$ cat src/rtl/layer_seq_if.sv
// Handshake bundle between the layer sequencer and its surroundings.
// Kicks and done pulses are single-cycle strobes.
interface layer_seq_if #(
  parameter int LAYER_W = 4
);
  logic               start;
  logic [LAYER_W-1:0] num_layers;
  logic               abort;
  logic               weights_done;
  logic               input_done;
  logic               layer_done;
  logic [2:0]         mode;
  logic               start_weights;
  logic               start_input;
  logic               start_valid_pipeline;
  logic               start_layering;
  logic [LAYER_W-1:0] layer_idx;
  logic               busy;
  logic               done;
  logic               error;

  modport master (
    output start, num_layers, abort,
    output weights_done, input_done, layer_done,
    input  mode, start_weights, start_input,
    input  start_valid_pipeline, start_layering,
    input  layer_idx, busy, done, error
  );

  modport slave (
    input  start, num_layers, abort,
    input  weights_done, input_done, layer_done,
    output mode, start_weights, start_input,
    output start_valid_pipeline, start_layering,
    output layer_idx, busy, done, error
  );
endinterface

$ cat src/rtl/layer_seq_ctrl.sv
// Multi-layer sequencer: load kicks, layering kick, per-layer wait
// states with watchdog and abort. All outputs are registered.
module layer_seq_ctrl #(
  parameter int LAYER_W    = 4,
  parameter int TMO_W      = 11,
  parameter int TMO_CYCLES = 1024
) (
  input  logic         clk,
  input  logic         rst,
  layer_seq_if.slave   bus
);
  typedef enum logic [1:0] {
    IDLE,
    WAIT_LOAD,
    WAIT_LAYER
  } state_t;

  localparam logic [TMO_W-1:0] TMO_LAST =
    TMO_W'(TMO_CYCLES - 1);

  state_t             state;
  logic [LAYER_W-1:0] last;
  logic               w_seen;
  logic               i_seen;
  logic [TMO_W-1:0]   cnt;

  logic both;
  logic tmo;
  logic is_last;

  assign both = (w_seen | bus.weights_done) &
                (i_seen | bus.input_done);
  assign tmo = (cnt == TMO_LAST);
  assign is_last = (bus.layer_idx == last);

  always_ff @(posedge clk) begin
    if (rst) begin
      state                    <= IDLE;
      last                     <= '0;
      w_seen                   <= 1'b0;
      i_seen                   <= 1'b0;
      cnt                      <= '0;
      bus.mode                 <= 3'd0;
      bus.start_weights        <= 1'b0;
      bus.start_input          <= 1'b0;
      bus.start_valid_pipeline <= 1'b0;
      bus.start_layering       <= 1'b0;
      bus.layer_idx            <= '0;
      bus.busy                 <= 1'b0;
      bus.done                 <= 1'b0;
      bus.error                <= 1'b0;
    end else begin
      bus.start_weights        <= 1'b0;
      bus.start_input          <= 1'b0;
      bus.start_valid_pipeline <= 1'b0;
      bus.start_layering       <= 1'b0;
      bus.done                 <= 1'b0;
      unique case (state)
        IDLE: begin
          if (bus.start) begin
            state <= WAIT_LOAD;
            last  <= (bus.num_layers == '0) ? '0 :
                     bus.num_layers - LAYER_W'(1);
            cnt                      <= '0;
            w_seen                   <= 1'b0;
            i_seen                   <= 1'b0;
            bus.layer_idx            <= '0;
            bus.error                <= 1'b0;
            bus.mode                 <= 3'd1;
            bus.busy                 <= 1'b1;
            bus.start_weights        <= 1'b1;
            bus.start_input          <= 1'b1;
            bus.start_valid_pipeline <= 1'b1;
          end
        end
        WAIT_LOAD: begin
          // abort outranks completion, completion outranks timeout
          if (bus.abort) begin
            state    <= IDLE;
            w_seen   <= 1'b0;
            i_seen   <= 1'b0;
            cnt      <= '0;
            bus.mode <= 3'd0;
            bus.busy <= 1'b0;
          end else if (both) begin
            state              <= WAIT_LAYER;
            w_seen             <= 1'b0;
            i_seen             <= 1'b0;
            cnt                <= '0;
            bus.mode           <= 3'd2;
            bus.start_layering <= 1'b1;
          end else if (tmo) begin
            state     <= IDLE;
            w_seen    <= 1'b0;
            i_seen    <= 1'b0;
            cnt       <= '0;
            bus.mode  <= 3'd0;
            bus.busy  <= 1'b0;
            bus.error <= 1'b1;
          end else begin
            w_seen <= w_seen | bus.weights_done;
            i_seen <= i_seen | bus.input_done;
            cnt    <= cnt + TMO_W'(1);
          end
        end
        WAIT_LAYER: begin
          if (bus.abort) begin
            state    <= IDLE;
            cnt      <= '0;
            bus.mode <= 3'd0;
            bus.busy <= 1'b0;
          end else if (bus.layer_done && is_last) begin
            state    <= IDLE;
            cnt      <= '0;
            bus.mode <= 3'd0;
            bus.busy <= 1'b0;
            bus.done <= 1'b1;
          end else if (bus.layer_done) begin
            state                    <= WAIT_LOAD;
            cnt                      <= '0;
            bus.layer_idx            <= bus.layer_idx + LAYER_W'(1);
            bus.mode                 <= 3'd1;
            bus.start_weights        <= 1'b1;
            bus.start_input          <= 1'b1;
            bus.start_valid_pipeline <= 1'b1;
          end else if (tmo) begin
            state     <= IDLE;
            cnt       <= '0;
            bus.mode  <= 3'd0;
            bus.busy  <= 1'b0;
            bus.error <= 1'b1;
          end else begin
            cnt <= cnt + TMO_W'(1);
          end
        end
        default: begin
          state    <= IDLE;
          bus.mode <= 3'd0;
          bus.busy <= 1'b0;
        end
      endcase
    end
  end
endmodule
$ cat src/flat_wrapper.sv
// flat-port wrapper written by rule: the top's interface ports become plain ports
module layer_seq_ctrl_flat 
#(
  parameter int LAYER_W    = 4,
  parameter int TMO_W      = 11,
  parameter int TMO_CYCLES = 1024
)
  (clk, rst, bus_start, bus_num_layers, bus_abort, bus_weights_done, bus_input_done, bus_layer_done, bus_mode, bus_start_weights, bus_start_input, bus_start_valid_pipeline, bus_start_layering, bus_layer_idx, bus_busy, bus_done, bus_error);
  layer_seq_if #(.LAYER_W(LAYER_W)) bus_i ();
  input  logic clk;
  input  logic rst;
  input wire logic [$bits(bus_i.start)-1:0] bus_start;
  input wire logic [$bits(bus_i.num_layers)-1:0] bus_num_layers;
  input wire logic [$bits(bus_i.abort)-1:0] bus_abort;
  input wire logic [$bits(bus_i.weights_done)-1:0] bus_weights_done;
  input wire logic [$bits(bus_i.input_done)-1:0] bus_input_done;
  input wire logic [$bits(bus_i.layer_done)-1:0] bus_layer_done;
  output wire logic [$bits(bus_i.mode)-1:0] bus_mode;
  output wire logic [$bits(bus_i.start_weights)-1:0] bus_start_weights;
  output wire logic [$bits(bus_i.start_input)-1:0] bus_start_input;
  output wire logic [$bits(bus_i.start_valid_pipeline)-1:0] bus_start_valid_pipeline;
  output wire logic [$bits(bus_i.start_layering)-1:0] bus_start_layering;
  output wire logic [$bits(bus_i.layer_idx)-1:0] bus_layer_idx;
  output wire logic [$bits(bus_i.busy)-1:0] bus_busy;
  output wire logic [$bits(bus_i.done)-1:0] bus_done;
  output wire logic [$bits(bus_i.error)-1:0] bus_error;
  assign bus_i.start = bus_start;
  assign bus_i.num_layers = bus_num_layers;
  assign bus_i.abort = bus_abort;
  assign bus_i.weights_done = bus_weights_done;
  assign bus_i.input_done = bus_input_done;
  assign bus_i.layer_done = bus_layer_done;
  assign bus_mode = bus_i.mode;
  assign bus_start_weights = bus_i.start_weights;
  assign bus_start_input = bus_i.start_input;
  assign bus_start_valid_pipeline = bus_i.start_valid_pipeline;
  assign bus_start_layering = bus_i.start_layering;
  assign bus_layer_idx = bus_i.layer_idx;
  assign bus_busy = bus_i.busy;
  assign bus_done = bus_i.done;
  assign bus_error = bus_i.error;
  layer_seq_ctrl #(.LAYER_W(LAYER_W), .TMO_W(TMO_W), .TMO_CYCLES(TMO_CYCLES)) u_core (.clk(clk), .rst(rst), .bus(bus_i));
endmodule
$ cat config.mk
export PLATFORM = sky130hd
export DESIGN_NAME = layer_seq_ctrl_flat
export DESIGN_NICKNAME = d
export VERILOG_FILES = /design/src/rtl/layer_seq_if.sv /design/src/rtl/layer_seq_ctrl.sv /design/src/flat_wrapper.sv
export SDC_FILE = /design/constraint.sdc
export NUM_CORES = 1
export LEC_CHECK = 0
export CORE_MARGIN = 3
export CORE_UTILIZATION = 53
export CTS_CLUSTER_SIZE = 40
export DETAILED_ROUTE_END_ITERATION = 12
export GPL_TIMING_DRIVEN = 0
export PLACE_DENSITY = 0.85
export REMOVE_ABC_BUFFERS = 1
export SETUP_SLACK_MARGIN = 0.05
export SYNTH_ARGS = -nofsm -noshare
export SYNTH_HDL_FRONTEND = slang
export SYNTH_SLANG_ARGS = --single-unit
export TNS_END_PERCENT = 30
$ cat constraint.sdc
create_clock -name clk -period 3.1 [get_ports clk]
set_clock_uncertainty 0.2 [all_clocks]
set_input_delay 0.31 -clock clk [delete_from_list [all_inputs] [get_ports clk]]
set_output_delay 0.31 -clock clk [all_outputs]
set_load 0.1 [all_outputs]
* Word-level counts from Yosys, hierarchy flattened
Cells that the tools add are included.
** Storage, ports and cells
- Output and inout bits :: 14
- Flip-flop bits (word level) :: 31
- Input port bits :: 11
** Cells by class
- Reductions and logical operators :: 14
- Muxes and demuxes :: 61
- Equality and inequality tests :: 13
- Bitwise logic cells :: 5
- Add/sub/neg operators :: 3
** Operators with widths (count)
- $mux 11 :: 7
- $pmux 11 s3 :: 1
- $mux 1 :: 26
- $mux 3 :: 7
- $mux 4 :: 5
- $mux 2 :: 7
- $ne 2x2->1 const B :: 7
- $add 11x1->11 const B :: 1
- $eq 11x10->1 const B :: 1
- $pmux 3 s3 :: 1
- $pmux 4 s2 :: 1
- $reduce_and 7->1 :: 1
- $pmux 1 s2 :: 3
- $pmux 1 s3 :: 2
- $pmux 2 s3 :: 1
- $reduce_and 2->1 :: 3
- $reduce_or 3->1 :: 2
- $reduce_and 5->1 :: 1
- $add 4x1->4 const B :: 1
- $eq 4x4->1 :: 1
- $logic_not 4->1 :: 1
- $ne 4x3->1 const B :: 1
- $reduce_bool 2->1 :: 2
- $sub 4x1->4 const B :: 1
- 10 further kinds :: 12

* Logic depth before layout (Yosys ltp)
Gate-level depths: netlist of the first run.
- Depth in word-level cells :: 6
- Mapped depth :: 8
- Depth with buffers taken out :: 7

* Worst setup path after synthesis of the first run
Ideal clock, no wire load.
- Kind :: register to register
- From :: register u_core.bus.layer_idx[0]
- To :: register u_core.bus.busy
- Required time :: 2799 ps
- Clock period less this slack :: 2535 ps
- Slack :: 565 ps
- Buffers on the path :: 0
- Cell stages (with the launch flop) :: 6
- Data arrival time :: 2234 ps
- Cells stage by stage :: dfxtp_1 xnor2_1 nand4_1 or3b_2 a311o_1 o41ai_1
** On the way
- Word-level cells in the longest chain between the ends :: 5
** RTL lines
- start: declaration :: line layer_seq_if.sv:35 : output layer_idx, busy, done, error
- start signal: assignment :: line layer_seq_ctrl.sv:121 : bus.layer_idx <= bus.layer_idx + LAYER_W'(1);
- $eq 4x4->1 (*) :: line layer_seq_ctrl.sv:34 : assign is_last = (bus.layer_idx == last);
- $logic_and 1x1->1 (*) :: line layer_seq_ctrl.sv:112 : end else if (bus.layer_done && is_last) begin
- $mux 1 :: line layer_seq_ctrl.sv:112
- $mux 1 :: line layer_seq_ctrl.sv:107 : if (bus.abort) begin
- $pmux 1 s3 :: line layer_seq_ctrl.sv:58 : unique case (state)
- end signal: assignment :: line layer_seq_ctrl.sv:70 : bus.busy <= 1'b1;
- end signal: assignment :: line layer_seq_ctrl.sv:111 : bus.busy <= 1'b0;
- end signal: assignment :: line layer_seq_ctrl.sv:116 : bus.busy <= 1'b0;
- end: declaration :: line layer_seq_if.sv:35
Mark *: on every way between the ends. The rest lies on a longest branch, timed or not.
A chain may end at the register's enable or synchronous reset.

* Final worst setup path of the first run
- From :: register u_core.bus.layer_idx[0]
- To :: output bus_layer_idx[0]
** RTL lines
- end: declaration :: line flat_wrapper.sv:23 : output wire logic [$bits(bus_i.layer_idx)-1:0] bus_layer_idx;
No word-level cell between the ends.

==> results of run 1 <==
==> final timing paths <==
path	startpoint	to
max	u_core.bus.layer_idx[0]	bus_layer_idx[0]
min	u_core.bus.mode[0]	u_core.bus.mode[0]
max reg2reg	u_core.state[0]	u_core.bus.layer_idx[1]
min reg2reg	u_core.bus.mode[0]	u_core.bus.mode[0]
==> power by group <==
group          switching, uW  internal, uW
combinational            184          87.8
clock                    132          88.2
sequential              16.0           417
total                    332           593
==> synthesized netlist by cell type (2+ instances only) <==
cell	instances
nand3_1	14
nand3b_1	2
nor2_1	19
a31oi_1	4
inv_1	8
o31ai_1	2
nand2_1	22
a211o_1	2
dfxtp_1	31
nand2b_1	6
mux2i_1	2
nor3b_1	2
ha_1	6
nor4_1	2
xor2_1	2
a21oi_1	16
nor3_1	5
and2_1	3
or4_1	5
nand4_1	3
buf_4	3
o21ai_0	10
clkbuf_1	5
or2_2	3
xnor2_1	5
==> flip-flops by register name, indices dropped and copies added, names as in the netlist, 2 cells and up <==
register	cells
u_core.state	2
u_core.bus.mode	3
u_core.bus.layer_idx	4
u_core.cnt	11
u_core.last	4
==> cell families (layout without fill, tap and decap cells) <==
group,Yosys count,after routing,synth area share (%)
AOI/OAI and AO/OA,47,47,19.0
xor gates and xnor gates,7,7,3.69
adders and majority gates,6,6,4.51
buffers and inverters,17,40,4.59
DFF,31,31,37.3
muxes,2,2,1.20
and+or+nand+nor,94,94,29.7
==> per-layer routing <==
| metal | routed length [um] | global-route usage (%) | up-vias |
|---|---|---|---|
| met2 | 1480 | 30.8 | 42 |
| met1 | 1690 | 28.4 | 701 |
| met5 | 0 | 0 | - |
| met3 | 165 | 6.82 | 8 |
| li1 | - | - | 775 |
| met4 | 55 | 6.36 | 0 |
==> layout make-up <==
type | count | area, um^2 | share of cell area (%)
Clock inverter | 1 | 5.00 | 0.255
Timing Repair Buffer | 24 | 240 | 12.3
Multi-Input combinational cell | 156 | 966 | 49.3
Tap cell | 42 | 52.6 | 2.68
Clock buffer | 7 | 45.0 | 2.30
Sequential cell | 31 | 621 | 31.7
Inverter | 8 | 30.0 | 1.53
==> stage by stage <==
step           cells  total power [uW]  utilization, %
6_report         269               925            68.1
4_1_cts          269               929            68.1
2_1_floorplan    195               638               -
5_1_grt          269               974            68.1
3_3_place_gp     261               707            66.4
3_5_place_dp     261               711            66.4
==> worst register-to-register path, stage by stage, from the launching register on <==
cell and delay (ns):
dfxtp_1 0.39, inv_1 0.08, ha_1 0.27, nor2b_1 0.22, a2111oi_0 0.59, o2bb2ai_1 0.29, mux2i_1 0.22, nor2_1 0.05
==> results.json, run 1 <==
{
  "rrSetupSlack_ns": 0.65,
  "start_util_pct": 57.8,
  "cts_buffer_depth": 2,
  "vdd.ir_drop.worst_mv": 0.340,
  "power_density_nw_per_um2": 472,
  "slew_violations": 0,
  "cts-root-buf": "clkbuf_4",
  "cts_buffers": 5,
  "yosysTopAreaCell": "dfxtp_1",
  "maxCapViolations": 0,
  "syn_area_um2": 1660,
  "fillCellCount": 235,
  "wire_per_inst_um": 12.6,
  "drive_above_1_share_pct": 6.17,
  "worst_path_max_delay_cell": "clkdlybuf4s50_1",
  "grt_usage_pct": 20.7,
  "clk_pin_slew_ns": 0.09,
  "dp_hpwl_mm": 2.51,
  "grt_pass1_wl_mm": 5.90,
  "post_synth_num_cell_types": 47,
  "ys_async_sr_fraction_pct": 0,
  "ys_top_cells_by_area": "dfxtp_1, nand2_1, a21oi_1, ha_1, nor2_1",
  "placedInstanceArea_um2": 1910,
  "crit_path_start_kind": "flip-flop",
  "yosysSeqAreaShare_pct": 37.3,
  "worst_path_dominant_cell_family": "buffers and inverters",
  "final-hold-violation-count": 0,
  "die_y_um": 62.0,
  "syn2layout_area_growth_pct": 17.8,
  "tightest_slew_ns": 1.01,
  "period_share_pct": 79.5,
  "timing.fmax_mhz": 406,
  "layout_common_cells": "dfxtp_1, clkdlybuf4s50_1, nand2_1, nor2_1, a21oi_1",
  "arrival_ns": 1.95,
  "cts_resized": 0,
  "tritoncts": "done",
  "fin_ws_ns": 0.637,
  "postCtsSetupRepairBufs": 0,
  "rsz0062_at_grt": "false",
  "drt_iter0_markers": 61,
  "overflow": 0,
  "antenna_cells": 0,
  "cp.depth": 1,
  "htree_levels": 2,
  "grt_pass1_vias": 1298,
  "io_pins": 25,
  "slew-limit-headroom_pct": 32.7,
  "ys_ff_latch": 31,
  "r2r_cells": 7,
  "cp_max_fo": 5,
  "routed_wl_mm": 3.39,
  "gp_congestion": 0.844,
  "vias_per_cell": 5.67,
  "drc": 0,
  "crit_type": "flip-flop to primary output",
  "cp-end-kind": "primary output",
  "fin_tns_setup_ns": 0,
  "ant_nets": 0,
  "p_leak_uw": 0.000688,
  "first_pass_iters": 4,
  "core.rowCount": 19,
  "synth-edff-count": 0,
  "synth_cells": 204,
  "dieArea_um2": 3850,
  "hold_buffers": 0,
  "nNetsFinal": 243,
  "pre_cts_ws_ns": 0.464,
  "yosys_warnings": 0,
  "antenna_found_initial": 0,
  "grt_max_degree": 29,
  "die_width_um": 62.0,
  "critPathMaxStageDelay_ns": 1.18,
  "hold_path_class": "flip-flop to flip-flop",
  "hold_path_depth": 2,
  "crit_chain": "clkdlybuf4s50_1",
  "stdcell_area_um2": 1960,
  "ys.flop_type": "dfxtp_1",
  "final_common_cell": "dfxtp_1",
  "setup_viol": 0,
  "worst-path-buf-inv": 1,
  "avgSynthCellArea_um2": 8.15,
  "period_needed_ns": 2.46,
  "clock_latency_ns": 0.33,
  "core_area_um2": 2880,
  "yosys.area.top_type_share_pct": 37.3,
  "status": "finished clean",
  "cts_sinks": 31,
  "cp.required_ns": 2.59,
  "io_buffers": 24,
  "holdWs_ns": 0.250,
  "num_vias": 1526
}
Power figures use the tool's default switching activity.
==> run 2: changes to the inputs <==
==> constraint.sdc (replaced) <==
create_clock -name clk -period 2.6 [get_ports clk]
set_clock_uncertainty 0.2 [all_clocks]
set_input_delay 0.26 -clock clk [delete_from_list [all_inputs] [get_ports clk]]
set_output_delay 0.26 -clock clk [all_outputs]
set_load 0.1 [all_outputs]
==> run 2 against run 1 <==
Power is 20% higher. Utilization rose by 0.22 points. Die area is the same. Design area up 0.32%. Sequential power is 19% higher. First-iteration DRC count increased by 15%. Non-clock buffer count did not move. Sequential share of layout area shrank 0.10 points. Combinational power is 20% higher. Final cell count stayed put. Global-route usage unchanged.
==> results.json, run 2 (synthesized netlist as in run 1, its figures left out) <==
{
  "largest_reg_flops": 11,
  "overflow": 0,
  "cp-end-kind": "primary output",
  "cp_max_fo": 5,
  "nNetsFinal": 243,
  "critPathMaxStageDelay_ns": 1.17,
  "placed_cells": 261,
  "setup_viol": 0,
  "final-hold-violation-count": 0,
  "worst_path_max_delay_cell": "clkdlybuf4s50_1",
  "cts_buffers": 5,
  "regMostFlops": "u_core.cnt",
  "crit_chain": "clkdlybuf4s50_1",
  "tightest_slew_ns": 1.01,
  "antenna_found_initial": 0,
  "crit_path_start_kind": "flip-flop",
  "die_width_um": 62.0,
  "tritoncts": "done",
  "drc": 0,
  "grt_usage_pct": 20.7,
  "cts_buffer_depth": 2,
  "grt_pass1_vias": 1298,
  "rsz0062_at_grt": "true",
  "clk_pin_slew_ns": 0.09,
  "cp.required_ns": 2.14,
  "crit_type": "flip-flop to primary output",
  "holdWs_ns": 0.250,
  "grt_pass1_wl_mm": 5.90,
  "die_y_um": 62.0,
  "top_regs": "u_core.cnt: 11 flops, u_core.bus.layer_idx: 4 flops, u_core.last: 4 flops",
  "cts-root-buf": "clkbuf_4",
  "slew_violations": 0,
  "final_cells": 269,
  "antenna_cells": 0,
  "slew-limit-headroom_pct": 32.6,
  "layout_common_cells": "dfxtp_1, clkdlybuf4s50_1, nand2_1, nor2_1, a21oi_1",
  "pre_cts_ws_ns": 0.0145,
  "final_common_cell": "dfxtp_1",
  "syn2layout_area_growth_pct": 18.2,
  "rrSetupSlack_ns": 0.18,
  "power_frac_comb_pct": 29.5,
  "htree_levels": 2,
  "p_int_uw": 708,
  "p_leak_uw": 0.000689,
  "period_share_pct": 92.9,
  "gp_congestion": 0.844,
  "hold_buffers": 0,
  "arrival_ns": 1.96,
  "drive_above_1_share_pct": 6.61,
  "dp_hpwl_mm": 2.51,
  "p_sw_uw": 401,
  "ant_nets": 0,
  "sw_frac_of_total_pct": 36.1,
  "period_needed_ns": 2.42,
  "worst_path_dominant_cell_family": "buffers and inverters",
  "power_frac_clock_pct": 24.0,
  "fin_ws_ns": 0.185,
  "io_pins": 25,
  "start_util_pct": 57.8,
  "worst-path-buf-inv": 1,
  "grt_max_degree": 29,
  "maxCapViolations": 0,
  "drt_iter0_markers": 70,
  "cts_resized": 0,
  "first_pass_iters": 4,
  "vias_per_cell": 5.73,
  "timing.fmax_mhz": 414,
  "power_density_nw_per_um2": 564,
  "dieArea_um2": 3850,
  "postCtsSetupRepairBufs": 0,
  "wire_per_inst_um": 12.7,
  "num_vias": 1541,
  "hold_path_class": "flip-flop to flip-flop",
  "status": "finished clean",
  "core_area_um2": 2880,
  "seqPwrFrac_pct": 46.5,
  "clock_latency_ns": 0.34,
  "vdd.ir_drop.worst_mv": 0.411,
  "cts_sinks": 31,
  "io_buffers": 24,
  "core.rowCount": 19,
  "routed_wl_mm": 3.43
}
## run 2: per-layer routing
| layer | GRT usage (%) | wire [um] |
|---|---|---|
| met5 | 0 | 0 |
| met3 | 6.82 | 182 |
| met4 | 6.36 | 48 |
| met2 | 30.8 | 1490 |
| met1 | 28.4 | 1710 |
## run 2: worst min-delay path, cell delays in order (launching register included)
cell	delay, ns
dfxtp_1	0.32
nand2_1	0.05
nand2_1	0.04
## run 2: area by class of cell
cell class / instances / area (um^2)
clock buffer: 7 / 45.0
clock inverter: 1 / 5.00
fill: 232 / 911
inverter: 8 / 30.0
multi-input combinational: 156 / 972
sequential: 31 / 621
tap: 42 / 52.6
timing repair buffer: 24 / 240
## run 2: power groups by stage
stage                     logic, uW  clock network, uW  registers (uW)
after detailed placement        320                  0             528
after floorplan                 145                  0             615
after global routing            355                290             519
final                           327                266             516
after CTS                       322                270             516
after global placement          317                  0             526
## run 2: stage by stage
stage / cell area [um^2] / setup TNS (ns) / utilization (%) / power [uW]
finish: 1970 / 0 / 68.3 / 1110
CTS: 1960 / 0 / 68.1 / 1110
floorplan: 1620 / -0.172 / - / 760
detailed placement: 1910 / 0 / 66.4 / 848
global route: 1970 / 0 / 68.3 / 1160
global placement: 1910 / 0 / 66.4 / 843
## run 2: worst paths after layout
check	start	endpoint	cells after the start
max reg2reg	u_core.state[1]	u_core.cnt[9]	7
max	u_core.bus.layer_idx[0]	bus_layer_idx[0]	1
min reg2reg	u_core.bus.mode[0]	u_core.bus.mode[0]	2
min	u_core.bus.mode[0]	u_core.bus.mode[0]	2
